### src/rtl/auction_pkg.sv
// Shared types and sizing helpers for the sealed-bid auction sequencer.
package auction_pkg;

    typedef enum logic [1:0] {
        S_IDLE    = 2'd0,
        S_COLLECT = 2'd1,
        S_RESOLVE = 2'd2,
        S_RESULT  = 2'd3
    } state_t;

    localparam int unsigned LOG2_BIDDERS_DEF = 2;
    localparam int unsigned BID_W_DEF        = 2;

    function automatic int unsigned num_bidders(input int unsigned log2_n);
        return 32'(1) << log2_n;
    endfunction

endpackage

### src/rtl/auction_max_update.sv
// Running max / leader tracker; with AUCTION_SECOND_PRICE_EN it also keeps the
// runner-up bid and reports it as the clearing price.
module auction_max_update
    import auction_pkg::*;
#(
    parameter int unsigned N = LOG2_BIDDERS_DEF,
    parameter int unsigned W = BID_W_DEF
) (
    input  logic         i_clk,
    input  logic         i_rst,
    input  logic         i_clear,
    input  logic         i_upd,
    input  logic [N-1:0] i_id,
    input  logic [W-1:0] i_value,
    output logic [W-1:0] o_max,
    output logic [N-1:0] o_leader,
    output logic         o_have_bid,
    output logic [W-1:0] o_price
);

    logic [W-1:0] r_max;
    logic [N-1:0] r_leader;
    logic         r_have_bid;

    // Strict compare: a tie leaves the earlier-accepted bidder in the lead.
    always_ff @(posedge i_clk) begin
        if (i_rst || i_clear) begin
            r_max      <= '0;
            r_leader   <= '0;
            r_have_bid <= 1'b0;
        end else if (i_upd && (!r_have_bid || (i_value > r_max))) begin
            r_max      <= i_value;
            r_leader   <= i_id;
            r_have_bid <= 1'b1;
        end
    end

`ifdef AUCTION_SECOND_PRICE_EN
    logic [W-1:0] r_second;

    // Displaced leader drops to second; a bid equal to max also raises second.
    always_ff @(posedge i_clk) begin
        if (i_rst || i_clear) begin
            r_second <= '0;
        end else if (i_upd && r_have_bid) begin
            if (i_value > r_max) begin
                r_second <= r_max;
            end else if (i_value > r_second) begin
                r_second <= i_value;
            end
        end
    end

    assign o_price = r_second;
`else
    assign o_price = r_max;
`endif

    assign o_max      = r_max;
    assign o_leader   = r_leader;
    assign o_have_bid = r_have_bid;

endmodule

### src/rtl/auction_seq.sv
// Sealed-bid auction sequencer: collects one bid per bidder, resolves the
// winner and presents a held result. Optional macro: AUCTION_SECOND_PRICE_EN.
module auction_seq
    import auction_pkg::*;
#(
    parameter int unsigned N = LOG2_BIDDERS_DEF,
    parameter int unsigned W = BID_W_DEF
) (
    input  logic         clk,
    input  logic         rst,
    input  logic         start,
    input  logic         bid_valid,
    output logic         bid_ready,
    input  logic [N-1:0] bid_id,
    input  logic [W-1:0] bid_value,
    input  logic         close,
    output logic         result_valid,
    input  logic         result_ready,
    output logic [N-1:0] winner,
    output logic [W-1:0] winning_bid,
    output logic [W-1:0] price,
    output logic         no_bids,
    output logic         dup_err
);

    localparam int unsigned NB = num_bidders(N);

    state_t        r_state;
    state_t        w_state_nxt;
    logic [NB-1:0] r_seen;
    logic [NB-1:0] w_bid_onehot;
    logic [NB-1:0] w_seen_upd;
    logic          w_accept;
    logic          w_is_dup;
    logic          w_new_bid;
    logic          w_clear;

    logic          r_bid_ready;
    logic          r_result_valid;
    logic [N-1:0]  r_winner;
    logic [W-1:0]  r_winning_bid;
    logic [W-1:0]  r_price;
    logic          r_no_bids;
    logic          r_dup_err;

    logic [W-1:0]  w_max;
    logic [N-1:0]  w_leader;
    logic          w_have_bid;
    logic [W-1:0]  w_price;

    assign w_accept     = bid_valid && (r_state == S_COLLECT);
    assign w_is_dup     = r_seen[bid_id];
    assign w_new_bid    = w_accept && !w_is_dup;
    assign w_bid_onehot = NB'(1) << bid_id;
    assign w_seen_upd   = r_seen | w_bid_onehot;
    assign w_clear      = (r_state == S_IDLE) && start;

    always_ff @(posedge clk) begin
        if (rst) begin
            r_state <= S_IDLE;
        end else begin
            r_state <= w_state_nxt;
        end
    end

    always_comb begin
        w_state_nxt = r_state;
        case (r_state)
            S_IDLE:    if (start) w_state_nxt = S_COLLECT;
            S_COLLECT: if (close || (w_new_bid && (&w_seen_upd))) w_state_nxt = S_RESOLVE;
            S_RESOLVE: w_state_nxt = S_RESULT;
            S_RESULT:  if (result_ready) w_state_nxt = S_IDLE;
            default:   w_state_nxt = S_IDLE;
        endcase
    end

    always_ff @(posedge clk) begin
        if (rst || w_clear) begin
            r_seen <= '0;
        end else if (w_new_bid) begin
            r_seen <= w_seen_upd;
        end
    end

    auction_max_update #(
        .N (N),
        .W (W)
    ) u_max_update (
        .i_clk      (clk),
        .i_rst      (rst),
        .i_clear    (w_clear),
        .i_upd      (w_new_bid),
        .i_id       (bid_id),
        .i_value    (bid_value),
        .o_max      (w_max),
        .o_leader   (w_leader),
        .o_have_bid (w_have_bid),
        .o_price    (w_price)
    );

    // Handshake flags follow the next state; result fields latch once in RESOLVE.
    always_ff @(posedge clk) begin
        if (rst) begin
            r_bid_ready    <= 1'b0;
            r_result_valid <= 1'b0;
            r_dup_err      <= 1'b0;
            r_winner       <= '0;
            r_winning_bid  <= '0;
            r_price        <= '0;
            r_no_bids      <= 1'b0;
        end else begin
            r_bid_ready    <= (w_state_nxt == S_COLLECT);
            r_result_valid <= (w_state_nxt == S_RESULT);
            r_dup_err      <= w_accept && w_is_dup;
            if (r_state == S_RESOLVE) begin
                r_winner      <= w_have_bid ? w_leader : '0;
                r_winning_bid <= w_have_bid ? w_max    : '0;
                r_price       <= w_have_bid ? w_price  : '0;
                r_no_bids     <= !w_have_bid;
            end
        end
    end

    assign bid_ready    = r_bid_ready;
    assign result_valid = r_result_valid;
    assign winner       = r_winner;
    assign winning_bid  = r_winning_bid;
    assign price        = r_price;
    assign no_bids      = r_no_bids;
    assign dup_err      = r_dup_err;

endmodule

### config.mk
export PLATFORM = sky130hd
export DESIGN_NAME = auction_seq
export DESIGN_NICKNAME = d
export VERILOG_FILES = /design/src/rtl/auction_pkg.sv /design/src/rtl/auction_max_update.sv /design/src/rtl/auction_seq.sv
export SDC_FILE = /design/constraint.sdc
export NUM_CORES = 1
export LEC_CHECK = 0
export CAP_MARGIN = 20
export CORE_UTILIZATION = 46
export DETAILED_ROUTE_END_ITERATION = 8
export PLACE_DENSITY_LB_ADDON = 0.12
export SYNTH_ARGS = -nofsm -noshare
export SYNTH_HDL_FRONTEND = slang
export SYNTH_SLANG_ARGS = --single-unit
### constraint.sdc
create_clock -name clk -period 3.1 [get_ports clk]
set_input_delay 0.93 -clock clk [delete_from_list [all_inputs] [get_ports clk]]
set_output_delay 0.93 -clock clk [all_outputs]
set_load 0.005 [all_outputs]
==> flow_summary.json <==
{
  "yosys_warnings": 0,
  "timing.fmax_mhz": 404.5,
  "arrival_ns": 2.64,
  "holdBufCountCts": 0,
  "grt_max_degree": 12,
  "worstPathRequired_ns": 3.26,
  "dr.pass1.iters": 4,
  "finalMaxSlewViolations": 0,
  "diodes": 0,
  "drc": 0,
  "ys_ff_latch": 19,
  "status": "complete, no violations",
  "yosysTopAreaCellShare_pct": 45.44,
  "dp_worst_setup_slack_ns": 0.3175,
  "slew-limit-headroom_pct": 56.29,
  "worst-r2r-cell-count": 5,
  "cp_slowest_stage_delay_ns": 0.53,
  "path_delay_family": "multiplexers",
  "ir_drop_mv": 0.3675,
  "clkSinkCount": 19,
  "synth_flop_cell": "dfxtp_1",
  "fillers": 165,
  "via_per_inst": 4.950,
  "rsz0062_at_grt": "false",
  "post_cts.repair.setup_buffers": 0,
  "crit_path_cell_trace": "clkdlybuf4s50_1, mux4_2, nor2_2, a21boi_4, mux2i_1, nor2_1",
  "gp_congestion": 0.8518,
  "timing.final.crit_share_pct": 79.75,
  "antenna_found_initial": 0,
  "clockRootBuffer": "clkbuf_4",
  "syn_area_sq_um": 837.1,
  "start_util_pct": 49.01,
  "ys_types": 24,
  "cp-start-kind": "primary input",
  "p_leak_nw": 0.3838,
  "layout.nets": 127,
  "crit_buf_inv": 1,
  "tightestPinTransition_ns": 0.6542,
  "syn-instance-count": 95,
  "slowest_stage": "mux4_2",
  "synth_edf_count": 0,
  "yosysTopAreaCell": "dfxtp_1",
  "critPathCaptureType": "flop",
  "holdPathEnd": "winner[0]",
  "syn_avg_cell_area_sq_um": 8.811,
  "vias": 688,
  "reg2reg_slack_ns": 1.44,
  "min-delay-path-class": "flop to flop",
  "hold_start": "winner[0]",
  "fp-row-count": 15,
  "hpwlAfterDp_mm": 1.159,
  "clk_latency_ns": 0.29,
  "setup_viol": 0,
  "finalHoldViolations": 0,
  "synth_most_common_cell": "dfxtp_1",
  "synth_area_leaders": "dfxtp_1 (45%), nor2_1 (7.2%), mux2i_1 (6.0%)",
  "cts.clk_slew.worst_paths_ns": 0.11,
  "htree_levels": 1,
  "yosys-top-cells-count": "dfxtp_1 (19), nor2_1 (16), a21oi_1 (8), nand2_1 (8), nand3_1 (6)",
  "grt_pass1_vias": 610,
  "io_buffers": 19,
  "p_per_area_mw_per_mm2": 418.0,
  "die_w_um": 44.66,
  "max_cap_viol_count": 0,
  "tns_ns": 0,
  "whs_path_depth": 2,
  "pin_count": 20,
  "area_delta_synth_final_pct": 26.61,
  "core_sq_mm": 0.001708,
  "cts-resized-gates": 0,
  "grt_usage_pct": 16.48,
  "r2r_start": "r_seen[3]",
  "wl_per_cell_um": 10.88,
  "regToRegEndpoint": "u_max_update.o_leader[1]",
  "grt-ovfl-total": 0,
  "fin_skew_ns": 0.001279,
  "clk_path_buf_depth": 2,
  "grt_first_pass_wirelength_mm": 2.442,
  "drive_gt1_share_pct": 7.895,
  "die_h_um": 44.66,
  "drtIter0Drc": 8,
  "fin_crit_ns": 2.472,
  "cts_tree": "built",
  "worst_slack_ns": 0.6278,
  "synth_nets": 107,
  "cp_max_fo": 4,
  "synth_seq_area_share_pct": 45.44,
  "wl_mm": 1.512,
  "numCtsBuffers": 3,
  "die_area_sq_mm": 0.001994,
  "ys_async_sr_fraction_pct": 0,
  "critPathKind": "primary input to flop",
  "postRouteAntennaNets": 0,
  "final_core_util_pct": 62.05
}
-- registers in the layout, indices dropped and copies added, names as in the netlist, 2 cells and up --
name                   flops
winner                     2
r_state                    2
u_max_update.o_max         2
price                      2
u_max_update.o_leader      2
r_seen                     4
-- per-layer routing --
metal  wire length (um)  vias up  part of all wire (%)  GRT usage [%]
li1                   -      360                     -              -
met1                746      313                    49          21.61
met2                700       13                    46          26.76
met3                 49        2                   3.2          3.673
met4                 16        0                   1.1          5.455
met5                  0        -                     0              0
-- cells in the final DEF, fill, tap and decap left out, types with 2 or more instances in the layout --
| cell | netlist | routed |
|---|---|---|
| ha_1 | 2 | 2 |
| nand2_1 | 8 | 8 |
| o21bai_1 | 2 | 2 |
| a31oi_1 | 3 | 3 |
| mux2i_1 | 5 | 5 |
| nand3b_1 | 2 | 2 |
| nor2_1 | 16 | 16 |
| clkdlybuf4s50_1 | 0 | 19 |
| clkbuf_4 | 0 | 3 |
| o21ai_0 | 2 | 2 |
| dfxtp_1 | 19 | 19 |
| nand2b_1 | 3 | 3 |
| nor3b_1 | 2 | 2 |
| nand3_1 | 6 | 6 |
| inv_1 | 5 | 5 |
| a21oi_1 | 8 | 8 |
-- kinds of logic (layout without fill, tap and decap cells) --
group | count (synthesis) | after routing | synth area share, %
flip-flops | 19 | 19 | 45.44
buffers and inverters | 10 | 29 | 6.278
multiplexers | 6 | 6 | 8.670
AO/OA/AOI/OAI | 18 | 18 | 14.20
adder cells (fa/ha/maj) | 2 | 2 | 2.989
AND/OR/NAND/NOR | 40 | 40 | 22.42
-- worst max-delay path by stage --
stage / from / to / slack (ns) / depth (start not counted)
after floorplan: bid_id[0] / u_max_update.o_leader[0] / 0.83 / 6
after global placement: bid_id[0] / u_max_update.o_leader[0] / 0.36 / 6
after detailed placement: bid_id[0] / u_max_update.o_leader[1] / 0.32 / 6
after CTS: bid_id[0] / u_max_update.o_leader[1] / 0.63 / 6
after global routing: bid_id[0] / u_max_update.o_leader[0] / 0.54 / 6
final: bid_id[0] / u_max_update.o_leader[1] / 0.63 / 6
-- through the flow --
stage,cells,total power [mW],cell area (sq um),hold slack [ns]
after CTS,139,0.4492,1060,0.4685
final,139,0.4430,1060,0.4636
after floorplan,95,0.3013,837.1,0.4472
after global placement,135,0.3256,1032,0.4455
after global routing,139,0.4681,1060,0.4963
after detailed placement,135,0.3267,1032,0.4524
-- power breakdown --
part           switching, mW  internal, mW  leakage (nW)
clock network         0.0744        0.0479        0.0177
registers            0.00781         0.252         0.154
logic                 0.0282        0.0324         0.212
total                  0.110         0.333         0.384
-- worst min-delay path: stages (launching register included) --
cell     delay [ns]
dfxtp_1        0.32
nand2_1        0.05
a21oi_1        0.05
-- final cells by class --
type,count,area (sq um),area share (%)
flip-flops and latches,19,380.4,35.89
clock buffers,3,22.52,2.125
well taps,25,31.28,2.952
inverters,5,18.77,1.771
multi-input cells,66,404.1,38.13
clock inverters,1,5.005,0.4723
repair buffers,20,197.7,18.65
(Power assumes the default switching activity.)
